[config.mk]
export PLATFORM = sky130hd
export DESIGN_NAME = hazard_forward_unit
export DESIGN_NICKNAME = d
export VERILOG_FILES = /design/src/rtl/hazard_forward_unit.sv
export SDC_FILE = /design/constraint.sdc
export NUM_CORES = 1
export LEC_CHECK = 0
export ABC_AREA = 1
export BUFFER_PORTS_ARGS = -buffer_cell sky130_fd_sc_hd__buf_2
export CORE_AREA = 2 2 99 101
export CTS_CLUSTER_DIAMETER = 50
export DETAILED_ROUTE_END_ITERATION = 16
export DIE_AREA = 0 0 101 103
export PLACE_DENSITY = 0.79
export SYNTH_ARGS = -nofsm -noshare
export SYNTH_HDL_FRONTEND = slang
export SYNTH_SLANG_ARGS = --single-unit
[constraint.sdc]
create_clock -name SYS_clk -period 5.79 [get_ports SYS_clk]
set_clock_uncertainty 0.1 [all_clocks]
set_input_delay 1.158 -clock SYS_clk [delete_from_list [all_inputs] [get_ports SYS_clk]]
set_output_delay 1.158 -clock SYS_clk [all_outputs]
set_load 0.02 [all_outputs]
[src/rtl/hazard_forward_unit.sv]
`default_nettype none
// ============================================================================
// Module  : hazard_forward_unit
// Brief   : Hazard detection, operand forwarding, load-use stall, branch flush
//           and multi-cycle DMEM hold for the 5-stage negedge pipeline.
//           Optional macro HAZ_PERF_CNT_EN adds stall/flush/hold counters.
// Rev     : 1.0
// ============================================================================
module hazard_forward_unit #(
  parameter int DATA_W      = 32,
  parameter int REG_AW      = 5,
  parameter int MEM_LATENCY = 1,
  parameter int FLUSH_DEPTH = 1
) (
  input  logic              SYS_clk,
  input  logic              SYS_reset,
  input  logic              d_valid,
  input  logic [REG_AW-1:0] d_rs,
  input  logic [REG_AW-1:0] d_rt,
  input  logic              d_use_rs,
  input  logic              d_use_rt,
  input  logic              d_regwrite,
  input  logic              d_memread,
  input  logic              d_memwrite,
  input  logic [REG_AW-1:0] d_dest,
  input  logic [DATA_W-1:0] d_rs_data,
  input  logic [DATA_W-1:0] d_rt_data,
  input  logic [DATA_W-1:0] ex_result,
  input  logic [DATA_W-1:0] mem_result,
  input  logic [DATA_W-1:0] wb_result,
  input  logic              ex_branch_taken,
  output logic              stall_fd,
  output logic              bubble_ex,
  output logic              flush_fd,
  output logic              mem_hold,
  output logic [1:0]        fwd_sel_a,
  output logic [1:0]        fwd_sel_b,
  output logic [DATA_W-1:0] fwd_a,
  output logic [DATA_W-1:0] fwd_b
`ifdef HAZ_PERF_CNT_EN
  ,
  output logic [31:0]       perf_stall_cnt,
  output logic [31:0]       perf_flush_cnt,
  output logic [31:0]       perf_hold_cnt
`endif
);

  localparam int c_hold_w  = (MEM_LATENCY > 1) ? $clog2(MEM_LATENCY) : 1;
  localparam int c_flush_w = (FLUSH_DEPTH > 1) ? $clog2(FLUSH_DEPTH) : 1;
  localparam logic [c_hold_w-1:0]  c_hold_load  = c_hold_w'(MEM_LATENCY - 1);
  localparam logic [c_flush_w-1:0] c_flush_load = c_flush_w'(FLUSH_DEPTH - 1);

  typedef struct packed {
    logic              valid;
    logic              regwrite;
    logic              memread;
    logic              memop;
    logic [REG_AW-1:0] dest;
  } sb_entry_t;

  sb_entry_t             r_ex, r_mem, r_wb, w_d_entry;
  logic [c_hold_w-1:0]   r_hold_cnt;
  logic [c_flush_w-1:0]  r_flush_cnt;
  logic                  w_ex_a, w_mem_a, w_wb_a, w_ex_b, w_mem_b, w_wb_b;
  logic                  w_load_use;
  logic                  w_unused;

  function automatic logic hit(input sb_entry_t e, input logic [REG_AW-1:0] src,
                               input logic use_bit);
    return e.valid & e.regwrite & (e.dest == src) & (src != '0) & use_bit;
  endfunction

  function automatic logic [1:0] pick_sel(input logic ex_hit, input logic mem_hit,
                                          input logic wb_hit);
    if (ex_hit)       return 2'd3;
    else if (mem_hit) return 2'd2;
    else if (wb_hit)  return 2'd1;
    else              return 2'd0;
  endfunction

  assign w_d_entry = '{valid: 1'b1, regwrite: d_regwrite, memread: d_memread,
                       memop: d_memread | d_memwrite, dest: d_dest};

  assign w_ex_a  = hit(r_ex,  d_rs, d_use_rs);
  assign w_mem_a = hit(r_mem, d_rs, d_use_rs);
  assign w_wb_a  = hit(r_wb,  d_rs, d_use_rs);
  assign w_ex_b  = hit(r_ex,  d_rt, d_use_rt);
  assign w_mem_b = hit(r_mem, d_rt, d_use_rt);
  assign w_wb_b  = hit(r_wb,  d_rt, d_use_rt);

  assign fwd_sel_a = pick_sel(w_ex_a, w_mem_a, w_wb_a);
  assign fwd_sel_b = pick_sel(w_ex_b, w_mem_b, w_wb_b);

  always_comb begin
    fwd_a = d_rs_data;
    case (fwd_sel_a)
      2'd3:    fwd_a = ex_result;
      2'd2:    fwd_a = mem_result;
      2'd1:    fwd_a = wb_result;
      default: fwd_a = d_rs_data;
    endcase
  end

  always_comb begin
    fwd_b = d_rt_data;
    case (fwd_sel_b)
      2'd3:    fwd_b = ex_result;
      2'd2:    fwd_b = mem_result;
      2'd1:    fwd_b = wb_result;
      default: fwd_b = d_rt_data;
    endcase
  end

  // Hold dominates; a flush turns a pending load-use stall into a plain bubble.
  assign w_load_use = d_valid & r_ex.memread & (w_ex_a | w_ex_b);
  assign mem_hold   = (r_hold_cnt != '0);
  assign flush_fd   = ~SYS_reset & (ex_branch_taken | (r_flush_cnt != '0));
  assign stall_fd   = w_load_use & ~flush_fd & ~mem_hold;
  assign bubble_ex  = (w_load_use | flush_fd) & ~mem_hold;

  always_ff @(negedge SYS_clk or posedge SYS_reset) begin
    if (SYS_reset) begin
      r_ex        <= '0;
      r_mem       <= '0;
      r_wb        <= '0;
      r_hold_cnt  <= '0;
      r_flush_cnt <= '0;
    end else if (!mem_hold) begin
      r_wb  <= r_mem;
      r_mem <= r_ex;
      r_ex  <= (stall_fd | flush_fd | ~d_valid) ? '0 : w_d_entry;
      if (r_ex.valid & r_ex.memop)
        r_hold_cnt <= c_hold_load;
      if (ex_branch_taken)
        r_flush_cnt <= c_flush_load;
      else if (r_flush_cnt != '0)
        r_flush_cnt <= r_flush_cnt - c_flush_w'(1);
    end else begin
      r_hold_cnt <= r_hold_cnt - c_hold_w'(1);
    end
  end

`ifdef HAZ_PERF_CNT_EN
  always_ff @(negedge SYS_clk or posedge SYS_reset) begin
    if (SYS_reset) begin
      perf_stall_cnt <= '0;
      perf_flush_cnt <= '0;
      perf_hold_cnt  <= '0;
    end else begin
      if (stall_fd && (perf_stall_cnt != '1)) perf_stall_cnt <= perf_stall_cnt + 32'd1;
      if (flush_fd && (perf_flush_cnt != '1)) perf_flush_cnt <= perf_flush_cnt + 32'd1;
      if (mem_hold && (perf_hold_cnt  != '1)) perf_hold_cnt  <= perf_hold_cnt  + 32'd1;
    end
  end
`endif

  assign w_unused = ^{r_mem.memread, r_mem.memop, r_wb.memread, r_wb.memop};

endmodule
`default_nettype wire

==> results.json, run 1 <==
{
  "cpPeakStageDelay_ns": 0.48,
  "cts_tree": "done",
  "num_rows": 36,
  "cp_common_cell": "nand2_4",
  "cts-root-buf": "clkbuf_8",
  "hold_path.class": "register to register",
  "synth_flop_cell": "dfrtn_1",
  "synth-xor-area-share_pct": 2.55,
  "dp_cells": 1118,
  "initial_core_util_pct": 40.0,
  "crit_slowest_cell": "dfrtn_1",
  "path_max_fanout": 6,
  "die_h_um": 103,
  "synth_area_sq_um": 3780,
  "num_vias": 6407,
  "synthAdderAreaFrac_pct": 0,
  "rsz0062_at_grt": "yes",
  "path_cells": "buf_6 > nand2_4 > nand2_4 > nand2_4 > nor2_4 > nand2_4 > nand3_4 > buf_12 > buf_12 > nor2_2 > nor2_1 > buf_4",
  "drtIter0Drc": 492,
  "port_buffers": 253,
  "dp_hpwl_um": 12200,
  "synthSimpleGateAreaFrac_pct": 69.6,
  "async_flop_share_pct": 100,
  "antenna_left": 0,
  "worstSetupPathType": "register to output port",
  "clk_pin_slew_worst_paths_ns": 0.05,
  "critPathArrivalTime_ns": 5.08,
  "worstSkewPairLatency_ns": 0.27,
  "synthTopCellsByCount": "nand2_1 (271), nor2_1 (177), nand3_1 (118)",
  "synth.most_common_cell": "nand2_1",
  "status": "complete, but fails checks",
  "cts_buffers": 3,
  "wl_met1_um": 7090,
  "worst_pin_slew_ns": 0.789,
  "die_w_um": 101,
  "crit_required_ns": 4.53,
  "dr_wl_met2_um": 9510,
  "ioPinCount": 256,
  "synth_top_area_cell": "nand2_1",
  "antenna_found_initial": 9,
  "worst_hold_slack_ns": 0.219,
  "slew_headroom_pct": 47.3,
  "vias_per_cell": 5.48,
  "synth_compound_area_share_pct": 1.32,
  "synth_area_leaders": "nand2_1 (27%), nor2_1 (18%), nand3_1 (16%), dfrtn_1 (15%), buf_2 (4.0%)",
  "top_layer": "met5",
  "clock_sinks": 22,
  "wl_per_cell_um": 17.6,
  "yosysTopAreaCellShare_pct": 26.9,
  "violations": "setup timing",
  "drive_above_1_share_pct": 47.1,
  "ys_seq_elements": 22,
  "dieArea_sq_um": 10400,
  "yosysWarnings": 0,
  "end_kind": "output port",
  "postLayoutCoreUtil_pct": 75.9,
  "cap_violations": 0,
  "place_area_sq_um": 5440,
  "grt_pass1_wl_um": 26300,
  "grt_pass1_vias": 5179,
  "synthMuxAreaShare_pct": 0,
  "drv_slew": 0,
  "power_density_nw_per_um2": 85.4,
  "drc": 0,
  "synth_top_family_by_area": "simple AND/OR/NAND/NOR gates",
  "synth_nets": 933,
  "totalWireLength_um": 20600,
  "peakVddDrop_v": 0.000214,
  "filler_cell_count": 727,
  "met3WireLength_um": 2840,
  "cp-start-kind": "register",
  "final_cell_area_sq_um": 7180,
  "place.gp.congestion": 0.986,
  "cts.path.max_buffers": 2,
  "seq_area_frac_synth_pct": 14.6,
  "synth_edf_count": 0,
  "fin_cells": 1170,
  "htreeDepth": 1,
  "worst_slack_ns": -0.551,
  "synth_cell_type_count": 22,
  "setup_viol": 70,
  "coreArea_sq_um": 9460,
  "avgSynthCellArea_sq_um": 5.05,
  "grt_max_degree": 47,
  "hold_violations": 0,
  "power_leakage_nw": 3.75,
  "nets": 1237,
  "syn_to_final_growth_pct": 89.8,
  "grt_usage_pct": 31.9,
  "synthCells": 749,
  "dr.pass1.iters": 5,
  "grt_overflow": 0
}
==> kinds of logic (layout without fill, tap and decap cells) <==
family / Yosys count / after routing
AOI/OAI and AO/OA: 10 / 10
xor gates and xnor gates: 11 / 11
buffers and inverters: 90 / 392
DFF: 22 / 22
other: 1 / 5
and+or+nand+nor: 615 / 616
==> registers in the layout, summed over array words and instances, names as in the netlist <==
register / count
r_wb: 7
r_ex: 8
r_mem: 7
==> cells in the final DEF (no fill, tap or decap) <==
cell type  count
buf_12        23
nor2_4        12
inv_4          1
dfrtn_1       22
a21oi_2        2
nand2_1      230
xnor2_1       10
clkbuf_8       3
buf_2        184
nand3_2       27
o21ai_2        2
nand4_1       18
diode_2        4
buf_6         41
buf_4         75
bufinv_16      1
inv_8          1
xnor2_2        1
conb_1         1
nand2_8        2
nor2_1       134
nand2_2       34
inv_2         12
nor2_2        38
nand2_4       11
o21ai_1        1
nand3_4        5
buf_16         8
nand3b_1      15
inv_1         31
buf_8          2
clkbuf_16     10
a21oi_1        5
nand3_1       90
==> final cells by class <==
class | instances | area, sq um | area share [%]
Inverter | 45 | 179 | 2.49
Sequential cell | 22 | 551 | 7.67
Tap cell | 114 | 143 | 1.99
Multi-Input combinational cell | 638 | 3320 | 46.3
Timing Repair Buffer | 343 | 2910 | 40.5
Antenna cell | 4 | 10.0 | 0.139
Clock inverter | 1 | 30.0 | 0.418
Clock buffer | 3 | 41.3 | 0.575
==> layer usage <==
metal | GRT usage, % | vias to the layer above
met5 | 0 | -
met4 | 8.52 | 2
met3 | 8.20 | 135
met2 | 52.3 | 476
met1 | 41.9 | 2820
li1 | - | 2974
==> stage by stage <==
| step | total power [W] | TNS [ns] | worst slack, ns |
|---|---|---|---|
| final | 0.000613 | -32.46 | -0.551 |
| after floorplan | 0.000291 | 0 | 0.0204 |
| after CTS | 0.000574 | -25.22 | -0.421 |
| after global placement | 0.000404 | -4.96 | -0.137 |
| after global routing | 0.000648 | -38.14 | -0.649 |
| after detailed placement | 0.000408 | -5.50 | -0.133 |
==> critical path: cells and delay by family (launching register included) <==
kind                   cells  cell delay (ns)
buffers and inverters      4             0.58
DFF                        1             0.48
and+or+nand+nor            8             0.84
==> power breakdown <==
part           switching [W]  leakage, nW  total (W)  internal, W
Sequential        0.00000758        0.287   0.000171     0.000163
Combinational       0.000162         3.43   0.000301     0.000139
Clock              0.0000495       0.0357   0.000142    0.0000924
Total               0.000219         3.75   0.000613     0.000394
==> what timing repair did <==
action / 4_1_cts / 5_1_grt
endpoints found under the hold margin: 0 / 0
gates resized for setup: 118 / 169
cloned: 12 / 10
pin swaps: 18 / 106
setup buffers: 15 / 11
endpoints found under the setup margin: 70 / 70
hold buffers: 0 / 0
==> path summary, 6_finish.rpt <==
check                           slack, ns   endpoint  cells after the start  startpoint
worst min-delay path                 0.22   r_mem[8]                      0     r_ex[8]
min in group asynchronous            3.71    r_ex[6]                      2   SYS_reset
worst max-delay path                -0.55  fwd_a[23]                     12     r_ex[3]
max in group asynchronous            1.36   r_mem[1]                      2   SYS_reset
worst min register to register       0.22   r_mem[8]                      0     r_ex[8]
worst max register to register       3.78    r_ex[4]                     11     r_ex[3]
Note: power is estimated with default switching activity, not from simulation.
==> run 2, diff against run 1 <==
PLACE_DENSITY = 0.84   (was 0.79)
==> results.json, run 2 (synthesis gave the netlist of run 1 again) <==
{
  "status": "complete, but fails checks",
  "violations": "setup timing",
  "cts_tree": "done",
  "antenna_left": 0,
  "crit_path_start": "r_mem[3]",
  "power_leakage_nw": 3.63,
  "coreArea_sq_um": 9460,
  "setup_viol": 78,
  "n_antenna_cell": 0,
  "fin_setup_tns_ns": -32.53,
  "vias_per_cell": 5.51,
  "filler_cell_count": 757,
  "totalWireLength_um": 19300,
  "reg2reg_slack_ns": 3.13,
  "hold_path.class": "register to register",
  "reg.largest.list": "r_ex (8), r_mem (7), r_wb (7)",
  "nets": 1227,
  "syn_to_final_growth_pct": 80.5,
  "final_cell_area_sq_um": 6830,
  "drv_slew": 0,
  "cts_buffers": 3,
  "cp-start-kind": "register",
  "rr_startpoint": "r_ex[1]",
  "ioPinCount": 256,
  "top_register": "r_ex",
  "cts-root-buf": "clkbuf_8",
  "final_cell_mix": "nand2_1 (238), buf_2 (192), nor2_1 (152), nand3_1 (89), buf_4 (67)",
  "clock_sinks": 22,
  "crit_end": "fwd_a[15]",
  "dr.pass1.iters": 5,
  "grt_pass1_vias": 5459,
  "final_common_cell": "nand2_1",
  "dieArea_sq_um": 10400,
  "num_vias": 6371,
  "drive_above_1_share_pct": 44.2,
  "grt_max_degree": 32,
  "path_buf_inv": 5,
  "crit_required_ns": 4.53,
  "dp_hpwl_um": 12000,
  "min_from": "r_ex[7]",
  "grt_pass1_wl_um": 26000,
  "grt_overflow": 0,
  "initial_core_util_pct": 40.0,
  "path_max_fanout": 6,
  "drtIter0Drc": 406,
  "cpPeakStageDelay_ns": 0.48,
  "path_cells": "inv_2 > buf_6 > nand2_4 > nand2_2 > nor2_2 > nand2_2 > nor2_4 > buf_12 > buf_16 > nand3_2 > nand2_1 > nand3b_1 > buf_6",
  "crit_family": "simple AND/OR/NAND/NOR gates",
  "worstSetupPathType": "register to output port",
  "worst_slack_ns": -0.512,
  "grt_usage_pct": 31.1,
  "cp_num_cells": 13,
  "multi_input_area_sq_um": 3220,
  "num_rows": 36,
  "cap_violations": 0,
  "end_kind": "output port",
  "wl_per_cell_um": 16.7,
  "cts.path.max_buffers": 2,
  "peakVddDrop_v": 0.000198,
  "die_h_um": 103,
  "die_w_um": 101,
  "antenna_found_initial": 1,
  "crit_slowest_cell": "dfrtn_1",
  "power_density_nw_per_um2": 86.6,
  "critPathArrivalTime_ns": 5.04,
  "hold_violations": 0,
  "clk_pin_slew_worst_paths_ns": 0.05,
  "place.gp.congestion": 0.921,
  "htreeDepth": 1,
  "largest_reg_flops": 8,
  "regArea_sq_um": 551,
  "port_buffers": 253,
  "place_area_sq_um": 5420,
  "rsz0062_at_grt": "yes",
  "ctsHoldBuffers": 0,
  "r2r-end": "r_ex[3]",
  "worstSkewPairLatency_ns": 0.27,
  "ff2ff_path_depth": 16,
  "drc": 0
}
run 2: cell types whose count changed in the layout (fill, tap and decap cells not counted), sizes merged:
cell,change
clkbuf,-5
diode,-4
bufbuf,+1
nand3,+1
nand2,-1
buf,-6
run 2: power breakdown:
part           switching [W]  internal, W
Combinational       0.000152     0.000128
Clock              0.0000488    0.0000923
Sequential        0.00000733     0.000163
Total               0.000208     0.000383
run 2: metal layers:
metal  GRT usage, %  wire length, um
met5              0               13
met4           13.4             1030
met3           5.83             2130
met2           52.6             9260
met1           38.9             6910
run 2: worst min-delay path by stage:
stage,end,slack [ns],depth (start not counted)
2_1_floorplan,r_mem[7],0.21,0
3_3_place_gp,r_wb[8],0.22,0
3_5_place_dp,r_wb[7],0.22,0
4_1_cts,r_mem[7],0.22,0
5_1_grt,r_mem[7],0.23,0
6_report,r_mem[7],0.22,0
run 2: final cells by class:
type | instances | area share [%]
Sequential cell | 22 | 8.06
Timing Repair Buffer | 333 | 39.0
Multi-Input combinational cell | 638 | 47.2
Tap cell | 114 | 2.09
Inverter | 45 | 2.62
Clock inverter | 1 | 0.440
Clock buffer | 3 | 0.605
run 2: timing repair:
action	CTS	global route
gates cloned	11	6
resized for setup	123	122
pin swaps	25	76
buffers inserted	19	10
endpoints found under the setup margin	70	78
run 2: per-stage QoR:
stage	utilization, %	total power, W	hold slack [ns]	worst slack (ns)	instances
after floorplan	-	0.000291	0.213	0.0204	749
after global placement	57.3	0.000403	0.216	-0.152	1116
after detailed placement	57.3	0.000407	0.220	-0.161	1116
after CTS	67.2	0.000569	0.224	-0.422	1150
after global routing	72.2	0.000624	0.226	-0.652	1156
final	72.2	0.000592	0.222	-0.512	1156
run 2: worst reg2reg max path, cell delays in order (launching register included):
cell	delay, ns
dfrtn_1	0.48
xnor2_2	0.13
nand2_1	0.09
nor2_2	0.18
nand2_4	0.17
buf_4	0.18
buf_6	0.12
nand2_2	0.06
nand3_2	0.08
buf_4	0.14
buf_4	0.12
buf_4	0.12
buf_4	0.12
buf_4	0.12
buf_4	0.13
nand3_4	0.09
nor2_1	0.06
==> run 3, diff against run 2 <==
GPL_TIMING_DRIVEN = 0   (was not set)
SKIP_LAST_GASP = 1   (was not set)
==> results.json, run 3 (synthesis gave the netlist of run 1 again) <==
{
  "antenna_left": 0,
  "crit_required_ns": 4.53,
  "status": "complete, but fails checks",
  "drc": 0,
  "worstSkewPairLatency_ns": 0.27,
  "antenna_found_initial": 3,
  "postLayoutCoreUtil_pct": 73.1,
  "syn_to_final_growth_pct": 82.8,
  "holdPathEnd": "r_wb[7]",
  "cts.path.max_buffers": 2,
  "rr_startpoint": "r_ex[1]",
  "reg2reg_slack_ns": 3.87,
  "totalWireLength_um": 20400,
  "dieArea_sq_um": 10400,
  "drive_above_1_share_pct": 49.0,
  "path_max_fanout": 7,
  "dp_hpwl_um": 13900,
  "largest_reg_flops": 8,
  "r2r-end": "r_ex[6]",
  "grt_max_degree": 23,
  "initial_core_util_pct": 40.0,
  "cap_violations": 0,
  "vias_per_cell": 5.43,
  "clock_sinks": 22,
  "ff2ff_path_depth": 13,
  "grt_overflow": 0,
  "power_leakage_nw": 3.65,
  "critPathArrivalTime_ns": 4.99,
  "fin_cells": 1171,
  "coreArea_sq_um": 9460,
  "num_vias": 6354,
  "grt_usage_pct": 33.5,
  "hold_path.class": "register to register",
  "final_cell_mix": "nand2_1 (225), buf_2 (190), nor2_1 (118), nand3_1 (97), buf_4 (81)",
  "wl_per_cell_um": 17.5,
  "end_kind": "output port",
  "grt_pass1_wl_um": 27300,
  "slew_headroom_pct": 46.5,
  "htreeDepth": 1,
  "ioPinCount": 256,
  "top_register": "r_ex",
  "worst_slack_ns": -0.459,
  "num_rows": 36,
  "final_common_cell": "nand2_1",
  "peakVddDrop_v": 0.000183,
  "worst_pin_slew_ns": 0.802,
  "dp_cells": 1115,
  "port_buffers": 252,
  "cts_tree": "done",
  "die_h_um": 103,
  "power_density_nw_per_um2": 87.1,
  "place.gp.congestion": 0.943,
  "nets": 1240,
  "hold_depth": 0,
  "worstSetupPathType": "register to output port",
  "min_from": "r_mem[7]",
  "grt_pass1_vias": 5497,
  "cts_buffers": 3,
  "setup_viol": 69,
  "drtIter0Drc": 581,
  "reg.largest.list": "r_ex (8), r_mem (7), r_wb (7)",
  "violations": "setup timing",
  "fin_setup_tns_ns": -25.90,
  "drv_slew": 0,
  "cp-start-kind": "register",
  "rsz0062_at_grt": "yes",
  "clk_pin_slew_worst_paths_ns": 0.05,
  "dr.pass1.iters": 5,
  "die_w_um": 101,
  "pre_cts_ws_ns": -0.371,
  "ctsHoldBuffers": 0,
  "totalPowerFinal_w": 0.000602,
  "hold_violations": 0,
  "cts-root-buf": "clkbuf_8"
}
[run 3: changes by cell type in the layout (fill, tap and decap cells not counted), moves of 3 or more]
| cell | before | now |
|---|---|---|
| nor2_1 | 152 | 118 |
| nor2_2 | 25 | 47 |
| buf_4 | 67 | 81 |
| buf_12 | 22 | 9 |
| nand2_1 | 238 | 225 |
| nor2_4 | 7 | 19 |
| nand2_2 | 28 | 39 |
| nand3_2 | 29 | 19 |
| buf_6 | 37 | 46 |
| nand3_1 | 89 | 97 |
| buf_8 | 5 | 12 |
| buf_16 | 4 | 1 |
| inv_2 | 13 | 16 |
| o21ai_2 | 0 | 3 |
[run 3: what timing repair did]
| item | CTS | global route |
|---|---|---|
| endpoints found under the setup margin | 70 | 70 |
| gates resized for setup | 141 | 213 |
| hold endpoints to repair | 0 | 0 |
| pin swaps | 31 | 106 |
| setup buffers | 25 | 16 |
| gates cloned | 5 | 7 |
[run 3: metal layers]
layer	global-route usage [%]	wire, um	share of wire [%]	vias up
met5	0	12	0.059	-
met4	10.4	984	4.8	2
li1	-	-	-	2973
met3	5.63	2340	11	128
met1	44.0	7600	37	2785
met2	56.5	9500	46	466
[run 3: area by class of cell]
class	count	area (sq um)
diodes	2	5.00
plain buffers	45	533
clock buffers	3	41.3
clock inverters	1	30.0
fillers	749	2540
inverters	45	171
multi-input cells	638	3370
flip-flops and latches	22	551
well taps	114	143
repair buffers	301	2070
[run 3: stage by stage]
step	instance area (sq um)	hold WS [ns]
finish	6920	0.224
global route	6920	0.229
CTS	6020	0.222
detailed placement	5190	0.221
global placement	5190	0.215
floorplan	3780	0.213
[run 3: report_power, final]
| group | total (W) | switching, W | internal (W) |
|---|---|---|---|
| clock | 0.000141 | 0.0000490 | 0.0000924 |
| sequential | 0.000170 | 0.00000708 | 0.000163 |
| combinational | 0.000291 | 0.000159 | 0.000132 |
[run 3: critical path: stages (launching register included)]
cell	delay [ns]
dfrtn_1	0.47
inv_1	0.05
nand2_1	0.07
nand2_1	0.07
inv_2	0.06
nand2_2	0.06
nor2_4	0.12
nand2_4	0.11
nand3_4	0.21
buf_6	0.17
buf_12	0.15
nor2_4	0.03
nor2_1	0.10
buf_4	0.16
[run 3: how the worst max path moves through the flow]
stage                     cells after the start     start        end
after floorplan                              12  r_mem[2]   fwd_a[0]
after global placement                        9   r_wb[1]   fwd_a[2]
after detailed placement                      9   r_wb[1]   fwd_a[2]
after CTS                                    12  r_mem[0]   fwd_b[7]
after global routing                         12   r_wb[1]  fwd_b[16]
final                                        13   r_ex[1]  fwd_b[12]
